==> src/rtl/cpm_topk_stream_if.sv <==
// Valid/ready stream bundle for cpm_topk_stream: input items in, ranked result entries out.
// The master modport is the producer/consumer side; the slave modport is the selector.
interface cpm_topk_stream_if #(
    parameter int DATA_DW = 8,
    parameter int INFO_DW = 8,
    parameter int SORT_AW = 5,
    parameter int CNT_DW  = 16
);
    logic               in_vld;
    logic               in_rdy;
    logic               in_lst;
    logic [DATA_DW-1:0] in_dat;
    logic [INFO_DW-1:0] in_inf;

    logic               out_vld;
    logic               out_rdy;
    logic               out_lst;
    logic [DATA_DW-1:0] out_dat;
    logic [INFO_DW-1:0] out_inf;
    logic [SORT_AW-1:0] out_rnk;
    logic [CNT_DW-1:0]  out_cnt;

    modport master (
        output in_vld, in_lst, in_dat, in_inf, out_rdy,
        input  in_rdy, out_vld, out_lst, out_dat, out_inf, out_rnk, out_cnt
    );

    modport slave (
        input  in_vld, in_lst, in_dat, in_inf, out_rdy,
        output in_rdy, out_vld, out_lst, out_dat, out_inf, out_rnk, out_cnt
    );
endinterface

==> src/rtl/cpm_topk_stream.sv <==
// Streaming top-K selector: keeps a sorted table of the K best (key, tag) pairs of a frame
// and streams it out rank by rank once the frame's last item has been inserted.
module cpm_topk_stream #(
    parameter int DATA_DW = 8,
    parameter int INFO_DW = 8,
    parameter int SORT_DW = 32,
    parameter int SORT_AW = $clog2(SORT_DW),
    parameter int SIGNED  = 0,
    parameter int CNT_DW  = 16
) (
    input  logic             clk,
    input  logic             rst_n,
    input  logic             clear,
    input  logic             cfg_mode,
    input  logic [SORT_AW:0] cfg_k,
    output logic             busy,
    cpm_topk_stream_if.slave bus
);
    localparam int KW = SORT_AW + 1;
    // Flipping the sign bit turns a two's complement compare into an unsigned one.
    localparam logic [DATA_DW-1:0] FLIP = (SIGNED != 0) ? {1'b1, {(DATA_DW-1){1'b0}}} : '0;

    typedef enum logic {COLLECT, DRAIN} state_t;

    state_t             state;
    logic [DATA_DW-1:0] tbl_dat [SORT_DW];
    logic [INFO_DW-1:0] tbl_inf [SORT_DW];
    logic [SORT_DW-1:0] tbl_vld;
    logic [DATA_DW-1:0] nxt_dat [SORT_DW];
    logic [INFO_DW-1:0] nxt_inf [SORT_DW];
    logic [SORT_DW-1:0] nxt_vld;
    logic [SORT_DW-1:0] worse;
    logic [KW-1:0]      occ, k_q, k_clamp, k_eff;
    logic               mode_q, mode_eff, first, accept, out_hs, drain, load;
    logic [CNT_DW-1:0]  count;
    logic [SORT_AW-1:0] rnk;

    function automatic logic better(input logic [DATA_DW-1:0] a, input logic [DATA_DW-1:0] b,
                                    input logic mode);
        logic [DATA_DW-1:0] ax, bx;
        ax = a ^ FLIP;
        bx = b ^ FLIP;
        return mode ? (ax < bx) : (ax > bx);
    endfunction

    assign drain  = (state == DRAIN);
    assign accept = bus.in_vld && bus.in_rdy;
    assign out_hs = bus.out_vld && bus.out_rdy;
    assign first  = (occ == '0) && (count == '0);
    assign load   = accept && !rst_n && !clear;

    always_comb begin
        k_clamp = cfg_k;
        if (cfg_k == '0)
            k_clamp = KW'(1);
        else if (cfg_k > KW'(SORT_DW))
            k_clamp = KW'(SORT_DW);
    end

    assign k_eff    = first ? k_clamp  : k_q;
    assign mode_eff = first ? cfg_mode : mode_q;

    // Table is sorted with valid entries packed at the top, so worse[] is a thermometer code.
    always_comb begin
        worse = '0;
        for (int i = 0; i < SORT_DW; i++)
            worse[i] = !tbl_vld[i] || better(bus.in_dat, tbl_dat[i], mode_eff);
    end

    always_comb begin
        nxt_dat = tbl_dat;
        nxt_inf = tbl_inf;
        nxt_vld = tbl_vld;
        if (worse[0]) begin
            nxt_dat[0] = bus.in_dat;
            nxt_inf[0] = bus.in_inf;
            nxt_vld[0] = 1'b1;
        end
        for (int i = 1; i < SORT_DW; i++) begin
            if (KW'(i) < k_eff && worse[i]) begin
                if (worse[i-1]) begin
                    nxt_dat[i] = tbl_dat[i-1];
                    nxt_inf[i] = tbl_inf[i-1];
                    nxt_vld[i] = tbl_vld[i-1];
                end else begin
                    nxt_dat[i] = bus.in_dat;
                    nxt_inf[i] = bus.in_inf;
                    nxt_vld[i] = 1'b1;
                end
            end
        end
    end

    // NOTE: key/tag storage has no reset; tbl_vld alone decides which entries are meaningful.
    always_ff @(posedge clk) begin
        if (load) begin
            tbl_dat <= nxt_dat;
            tbl_inf <= nxt_inf;
        end
    end

    always_ff @(posedge clk) begin
        if (rst_n || clear) begin
            state   <= COLLECT;
            tbl_vld <= '0;
            occ     <= '0;
            count   <= '0;
            rnk     <= '0;
            k_q     <= KW'(1);
            mode_q  <= 1'b0;
        end else begin
            case (state)
                COLLECT: begin
                    if (accept) begin
                        tbl_vld <= nxt_vld;
                        if (first) begin
                            k_q    <= k_clamp;
                            mode_q <= cfg_mode;
                        end
                        occ <= (occ >= k_eff) ? k_eff : occ + KW'(1);
                        if (count != '1)
                            count <= count + CNT_DW'(1);
                        if (bus.in_lst) begin
                            state <= DRAIN;
                            rnk   <= '0;
                        end
                    end
                end
                DRAIN: begin
                    if (out_hs) begin
                        if (bus.out_lst) begin
                            state   <= COLLECT;
                            tbl_vld <= '0;
                            occ     <= '0;
                            count   <= '0;
                            rnk     <= '0;
                        end else begin
                            rnk <= rnk + SORT_AW'(1);
                        end
                    end
                end
                default: state <= COLLECT;
            endcase
        end
    end

    assign bus.in_rdy  = (state == COLLECT);
    assign bus.out_vld = drain;
    assign bus.out_rnk = drain ? rnk : '0;
    assign bus.out_dat = drain ? tbl_dat[rnk] : '0;
    assign bus.out_inf = drain ? tbl_inf[rnk] : '0;
    assign bus.out_lst = drain && ({1'b0, rnk} == occ - KW'(1));
    assign bus.out_cnt = drain ? count : '0;
    assign busy        = drain || (count != '0);
endmodule

==> src/flat_wrapper.sv <==
// flat-port wrapper written by rule: the top's interface ports become plain ports
module cpm_topk_stream_flat 
#(
    parameter int DATA_DW = 8,
    parameter int INFO_DW = 8,
    parameter int SORT_DW = 32,
    parameter int SORT_AW = $clog2(SORT_DW),
    parameter int SIGNED  = 0,
    parameter int CNT_DW  = 16
)
  (clk, rst_n, clear, cfg_mode, cfg_k, busy, bus_in_vld, bus_in_lst, bus_in_dat, bus_in_inf, bus_out_rdy, bus_in_rdy, bus_out_vld, bus_out_lst, bus_out_dat, bus_out_inf, bus_out_rnk, bus_out_cnt);
  cpm_topk_stream_if #(.DATA_DW(DATA_DW), .INFO_DW(INFO_DW), .SORT_AW(SORT_AW), .CNT_DW(CNT_DW)) bus_i ();
  input  logic clk;
  input  logic rst_n;
  input  logic clear;
  input  logic cfg_mode;
  input  logic [SORT_AW:0] cfg_k;
  output logic busy;
  input wire logic [$bits(bus_i.in_vld)-1:0] bus_in_vld;
  input wire logic [$bits(bus_i.in_lst)-1:0] bus_in_lst;
  input wire logic [$bits(bus_i.in_dat)-1:0] bus_in_dat;
  input wire logic [$bits(bus_i.in_inf)-1:0] bus_in_inf;
  input wire logic [$bits(bus_i.out_rdy)-1:0] bus_out_rdy;
  output wire logic [$bits(bus_i.in_rdy)-1:0] bus_in_rdy;
  output wire logic [$bits(bus_i.out_vld)-1:0] bus_out_vld;
  output wire logic [$bits(bus_i.out_lst)-1:0] bus_out_lst;
  output wire logic [$bits(bus_i.out_dat)-1:0] bus_out_dat;
  output wire logic [$bits(bus_i.out_inf)-1:0] bus_out_inf;
  output wire logic [$bits(bus_i.out_rnk)-1:0] bus_out_rnk;
  output wire logic [$bits(bus_i.out_cnt)-1:0] bus_out_cnt;
  assign bus_i.in_vld = bus_in_vld;
  assign bus_i.in_lst = bus_in_lst;
  assign bus_i.in_dat = bus_in_dat;
  assign bus_i.in_inf = bus_in_inf;
  assign bus_i.out_rdy = bus_out_rdy;
  assign bus_in_rdy = bus_i.in_rdy;
  assign bus_out_vld = bus_i.out_vld;
  assign bus_out_lst = bus_i.out_lst;
  assign bus_out_dat = bus_i.out_dat;
  assign bus_out_inf = bus_i.out_inf;
  assign bus_out_rnk = bus_i.out_rnk;
  assign bus_out_cnt = bus_i.out_cnt;
  cpm_topk_stream #(.DATA_DW(DATA_DW), .INFO_DW(INFO_DW), .SORT_DW(SORT_DW), .SORT_AW(SORT_AW), .SIGNED(SIGNED), .CNT_DW(CNT_DW)) u_core (.clk(clk), .rst_n(rst_n), .clear(clear), .cfg_mode(cfg_mode), .cfg_k(cfg_k), .busy(busy), .bus(bus_i));
endmodule
==> config.mk <==
export PLATFORM = sky130hd
export DESIGN_NAME = cpm_topk_stream_flat
export DESIGN_NICKNAME = d
export VERILOG_FILES = /design/src/rtl/cpm_topk_stream_if.sv /design/src/rtl/cpm_topk_stream.sv /design/src/flat_wrapper.sv
export SDC_FILE = /design/constraint.sdc
export NUM_CORES = 1
export LEC_CHECK = 0
export CORE_ASPECT_RATIO = 0.75
export CORE_MARGIN = 2
export CORE_UTILIZATION = 45
export DETAILED_ROUTE_END_ITERATION = 8
export GPL_ROUTABILITY_DRIVEN = 0
export GPL_TIMING_DRIVEN = 0
export HOLD_SLACK_MARGIN = 0.1
export SLEW_MARGIN = 20
export SYNTH_ARGS = -nofsm -noshare
export SYNTH_HDL_FRONTEND = slang
export SYNTH_SLANG_ARGS = --single-unit
==> constraint.sdc <==
create_clock -name clk -period 7.35 [get_ports clk]
set_clock_uncertainty 0.05 [all_clocks]
set_input_delay 1.1025 -clock clk [delete_from_list [all_inputs] [get_ports clk]]
set_output_delay 1.1025 -clock clk [all_outputs]
set_load 0.02 [all_outputs]
; Word level (Yosys, flattened, before mapping)
; Cells that the tools add are included.
[op_classes]
addsub = 4
order_cmp = 98
eq_ne = 39
mux = 195
n_bitwise = 2
reduce_logical = 177
[ops]
columns = cell, count
row1 = two-way mux 8 bit, 68
row2 = greater-than comparator 8 bit, 32
row3 = less-than comparator 8 bit, 32
row4 = AND reduction 4 bit, 33
row5 = two-way mux 1 bit, 100
row6 = "less-than comparator 5 x 6 -> 1 bit, first input constant", 16
row7 = two-way mux 32 bit, 3
row8 = binary-select mux 8 bit (select 5 bit), 2
row9 = two-way mux 16 bit, 5
row10 = "inequality test 2 bit, second input constant", 37
row11 = AND reduction 2 bit, 33
row12 = case mux 32 bit (2 select lines), 1
row13 = "less-than comparator 4 x 6 -> 1 bit, first input constant", 8
row14 = two-way mux 6 bit, 7
row15 = logical AND 1 bit, 37
row16 = logical NOT 1 bit, 34
row17 = logical OR 1 bit, 34
row18 = case mux 16 bit (2 select lines), 1
row19 = two-way mux 5 bit, 5
row20 = "less-than comparator 3 x 6 -> 1 bit, first input constant", 4
row21 = "adder 16 x 1 -> 16 bit, second input constant", 1
row22 = logical NOT 16 bit, 1
row23 = "inequality test 16 bit, second input constant", 1
row24 = nonzero test 16 bit, 1
row25 = other kinds (16), 19
[totals]
ff_bits = 579
elab_cells = 617

; Logic depth before layout (Yosys ltp)
[depth]
word_depth = 9
mapped_depth = 16

; Least setup slack after synthesis
; Ideal clock, no wire load.
[synth_timing]
path_kind = input-to-reg
startpoint = input port bus_in_dat[0]
endpoint = register u_core.tbl_dat[48] (netlist bit), enable pin
t_arrival_ps = 4676
required_time_ps = 6891
setup_slack_ps = 2215
path_stages = 12
path_buffers = 3
path_cell_list = clkbuf_1 > inv_1 > ha_1 > nor2b_1 > o211ai_1 > a21oi_1 > a211oi_1 > mux2_2 > and2_1 > buf_6 > buf_6 > nor3_1
[synth_via]
elab_chain_cells = 5
elab_cells_between_ends = 6
[synth_lines]
columns = element, line
row1 = "start, declared", flat_wrapper.sv:21  ; input wire logic [$bits(bus_i.in_dat)-1:0] bus_in_dat;
row2 = greater-than comparator 8 bit / less-than comparator 8 bit (equally long branches), cpm_topk_stream.sv:43  ; return mode ? (ax < bx) : (ax > bx);
row3 = two-way mux 1 bit (*), cpm_topk_stream.sv:43
row4 = logical OR 1 bit (*), cpm_topk_stream.sv:67  ; worse[i] = !tbl_vld[i] || better(bus.in_dat, tbl_dat[i], mode_eff);
row5 = logical AND 1 bit (*), cpm_topk_stream.sv:80  ; if (KW'(i) < k_eff && worse[i]) begin
row6 = AND reduction 2 bit (no line) (*), n/a
row7 = "end signal, assigned", cpm_topk_stream.sv:97  ; tbl_dat <= nxt_dat;
row8 = "end, declared", cpm_topk_stream.sv:26  ; logic [DATA_DW-1:0] tbl_dat [SORT_DW];
; Mark *: on every way between the ends. The rest lies on a longest branch, timed or not.
; A chain may end at the register's enable or synchronous reset.

; Final worst setup path
[layout_timing]
startpoint = register u_core.rnk[0]
endpoint = output port bus_out_dat[7]
[layout_via]
elab_chain_cells = 5
[layout_lines]
columns = element, line
row1 = "start, declared", cpm_topk_stream.sv:36  ; logic [SORT_AW-1:0] rnk;
row2 = "start signal, assigned", cpm_topk_stream.sv:138  ; rnk <= rnk + SORT_AW'(1);
row3 = inverter 5 -> 6 bit (not written as such), cpm_topk_stream.sv:150  ; assign bus.out_dat = drain ? tbl_dat[rnk] : '0;
row4 = binary-select mux 8 bit (select 5 bit), cpm_topk_stream.sv:150
row5 = two-way mux 8 bit (not written as such) (2 in a row), cpm_topk_stream.sv:150
row6 = two-way mux 8 bit, cpm_topk_stream.sv:150
row7 = "end, declared", flat_wrapper.sv:27  ; output wire logic [$bits(bus_i.out_dat)-1:0] bus_out_dat;
; No other way between the ends. The select of a mux whose other input is x is not followed.

==> impl_metrics.json <==
{
  "status": "finished clean",
  "crit_path_max_incr_delay_ps": 790,
  "hp-start": "u_core.tbl_vld[13]$_SDFFE_PP0P_",
  "required_ps": 6200,
  "cp_cell_sequence": "clkbuf_1 -> clkbuf_1 -> buf_1 -> mux4_2 -> mux4_2 -> mux2i_1 -> nor2_1 -> clkdlybuf4s50_1",
  "cts_root_buf": "clkbuf_16",
  "r2r_slack_ps": 1400,
  "grt_use_met1_pct": 44.8,
  "hold_viol": 0,
  "die_area_um2": 84200,
  "worstSetupEndpointType": "output port",
  "nets": 3509,
  "fillers": 6910,
  "powerDensity_nw_per_um2": 195,
  "cts-resized-gates": 0,
  "area.growth.synth_to_final_pct": 13.0,
  "netlist_instances": 3029,
  "worstReg2RegEnd": "u_core.tbl_inf[184]$_DFFE_PP_",
  "holdPathEnd": "u_core.tbl_vld[14]$_SDFFE_PP0P_",
  "synth-edff-count": 512,
  "grt_use_met2_pct": 44.6,
  "synth-seq-cells": 579,
  "numClockSinks": 579,
  "core-area_um2": 80700,
  "grt_pass1_vias": 27300,
  "r2r_start": "u_core.occ[0]$_SDFFE_PP0P_",
  "syn_area_per_cell_um2": 12.2,
  "path_clk_slew_ps": 60,
  "wirelength_um": 133000,
  "portBuffers": 66,
  "antenna_found_initial": 7,
  "met3_usage_pct": 11.1,
  "hold_depth": 2,
  "rsz0062_at_grt": "false",
  "maxCapViolCount": 0,
  "start_kind": "flop",
  "cts_buffers": 66,
  "rr_worst_depth": 14,
  "p_leak_nw": 14.9,
  "cts_buffer_depth": 3,
  "start_util_pct": 45.6,
  "grt-ovfl-total": 0,
  "arrival_ps": 5410,
  "ctsHtreeMaxLevel": 3,
  "vdd_drop_max_uv": 144,
  "wire_per_inst_um": 30.9,
  "drtAntennaViolNets": 0,
  "grt.busiest_layer": "met1",
  "final_layout_size_suffix_gt1_share_pct": 25.9,
  "gr-usage-all-layers_pct": 31.4,
  "dp_hpwl_um": 101000,
  "min_period_ps": 6560,
  "drtIter0Drc": 3715,
  "maxSlewViolCount": 0,
  "finalSetupViolations": 0,
  "path_class": "reg2out",
  "grt_max_degree": 38,
  "synth_cell_type_count": 64,
  "post-cts-setup-buffers": 0,
  "first_pass_iters": 6,
  "ys.flop_type": "edfxtp_1",
  "synth_seq_area_share_pct": 45.4,
  "critical-path-slowest-cell": "buf_1",
  "drc": 0,
  "pin_count": 70,
  "worstMarginPinSlew_ps": 1290,
  "die_y_um": 252,
  "finalPower_mw": 8.12,
  "viasPerCell": 6.56,
  "period_share_pct": 89.2,
  "hold_path_class": "reg2reg",
  "crit_fanout": 10,
  "cts_hold_buf": 0,
  "ys_warn_count": 0,
  "die_w_um": 334,
  "async_reset_ff_share_pct": 0,
  "grt_pass1_wl_um": 191000,
  "rows": 90,
  "fmax_mhz": 152,
  "syn_nets": 3326,
  "syn_area_um2": 36800,
  "vias": 28400,
  "slew_headroom_pct": 14.2,
  "setup_tns_ps": 0,
  "clock_latency_ps": 650,
  "cts_tree": "built"
}
layout make-up:
cell class / instances / area (um^2) / area share, %
timing repair buffer: 115 / 1150 / 2.77
buffer: 193 / 870 / 2.09
antenna: 3 / 7.51 / 0.0180
sequential: 579 / 16700 / 40.2
clock buffer: 75 / 1740 / 4.18
tap: 1058 / 1320 / 3.18
clock inverter: 43 / 323 / 0.776
inverter: 251 / 945 / 2.27
multi-input combinational: 2006 / 18500 / 44.5
critical path, delay by kind of cell, from the launching register on:
| family | cells | cell delay [ps] |
|---|---|---|
| DFF | 1 | 330 |
| buffers and inverters | 4 | 2540 |
| muxes | 3 | 1750 |
| and+or+nand+nor | 1 | 130 |
cell families after synthesis:
group	synth area share, %
simple gates	8.85
xor+xnor	0.547
mux	23.5
fa+ha+maj	9.10
buf+inv	4.86
flops	45.4
compound gates	7.76
how the worst max path moves through the flow:
stage	cells past startpoint	start	slack [ps]	endpoint
floorplan	12	bus_in_dat[0]	2220	u_core.tbl_dat[48]$_DFFE_PP_
global placement	11	bus_in_dat[1]	-1130	u_core.tbl_inf[246]$_DFFE_PP_
detailed placement	11	bus_in_dat[0]	1380	u_core.tbl_inf[198]$_DFFE_PP_
CTS	8	u_core.rnk[0]$_SDFFE_PP0P_	880	bus_out_dat[7]
global route	8	u_core.rnk[0]$_SDFFE_PP0P_	660	bus_out_dat[7]
finish	8	u_core.rnk[0]$_SDFFE_PP0P_	790	bus_out_dat[7]
metrics by stage:
stage | setup WS, ps | instance area (um^2) | std cells | util, % | hold slack, ps
CTS | 881 | 41600 | 4319 | 51.5 | 424
floorplan | 2220 | 36800 | 3029 | - | 390
global route | 664 | 41600 | 4321 | 51.5 | 437
global placement | -1130 | 38800 | 4153 | 48.1 | 413
finish | 792 | 41600 | 4323 | 51.5 | 425
detailed placement | 1380 | 39500 | 4201 | 48.9 | 417
layout by cell type, fill, tap and decap left out, drive strengths merged, types with 12 or more instances in the layout:
| cell | synthesis | routed |
|---|---|---|
| o21ai | 133 | 133 |
| clkdlybuf4s50 | 0 | 59 |
| nand4 | 72 | 72 |
| dfxtp | 67 | 67 |
| nor2 | 118 | 118 |
| ha | 268 | 268 |
| mux2i | 55 | 55 |
| o41ai | 12 | 12 |
| nor3 | 42 | 42 |
| nor4b | 13 | 13 |
| nor2b | 39 | 39 |
| nor3b | 18 | 18 |
| clkinv | 1 | 32 |
| o31ai | 16 | 16 |
| mux4 | 160 | 160 |
| mux2 | 400 | 400 |
| xnor2 | 16 | 16 |
| and2 | 26 | 26 |
| or3 | 21 | 21 |
| a21oi | 123 | 123 |
| buf | 63 | 112 |
| nand2 | 209 | 209 |
| clkbuf | 130 | 212 |
| a31oi | 13 | 13 |
| nand3 | 63 | 63 |
| o211ai | 45 | 45 |
| a211oi | 29 | 29 |
| edfxtp | 512 | 512 |
| inv | 250 | 255 |
metal layers:
layer  part of all wire (%)  vias to the layer above
met5                  0.021                        -
met1                     41                    14200
li1                       -                    11900
met2                     41                     1944
met4                    3.5                        4
met3                     14                      311
cells in the mapped netlist, types with 5 or more instances:
cell type,n,area (um^2)
a41oi_1,6,52.6
nor2_2,9,56.3
o31ai_1,16,120
nand3_1,62,310
a31oi_1,13,81.3
a21oi_1,122,611
edfxtp_1,512,15400
nand2_1,209,785
dfxtp_1,67,1340
or3_1,21,131
mux4_2,160,3600
a21o_1,9,67.6
buf_2,30,150
inv_1,250,938
clkbuf_1,130,488
o2bb2ai_2,11,165
mux2_2,397,4470
o211ai_1,44,330
or2_2,5,31.3
xor2_1,7,61.3
buf_1,20,75.1
nor4_1,6,37.5
nand4_1,72,450
and2_1,26,163
nor2_1,109,409
o21ai_0,132,661
nor2b_1,39,244
xnor2_1,16,140
nor3_1,41,205
mux2i_1,55,551
o41ai_1,12,105
a211o_1,7,61.3
o311ai_0,9,78.8
ha_1,268,3350
a211oi_1,29,218
nor4b_1,13,114
a21boi_0,11,82.6
buf_6,10,113
and3_1,6,37.5
nor3b_1,18,135
power breakdown:
part           switching (mW)  internal, mW  total (mW)
registers              0.0650          3.67        3.74
clock network            1.47          1.82        3.28
logic                   0.722         0.373        1.09
flip-flops by register name, indices dropped and copies added (netlist names):
| register | count |
|---|---|
| u_core.tbl_inf | 256 |
| u_core.occ | 6 |
| u_core.bus.out_vld | 1 |
| u_core.rnk | 5 |
| u_core.tbl_dat | 256 |
| u_core.mode_q | 1 |
| u_core.k_q | 6 |
| u_core.tbl_vld | 32 |
| u_core.count | 16 |
Power figures use the tool's default switching activity.
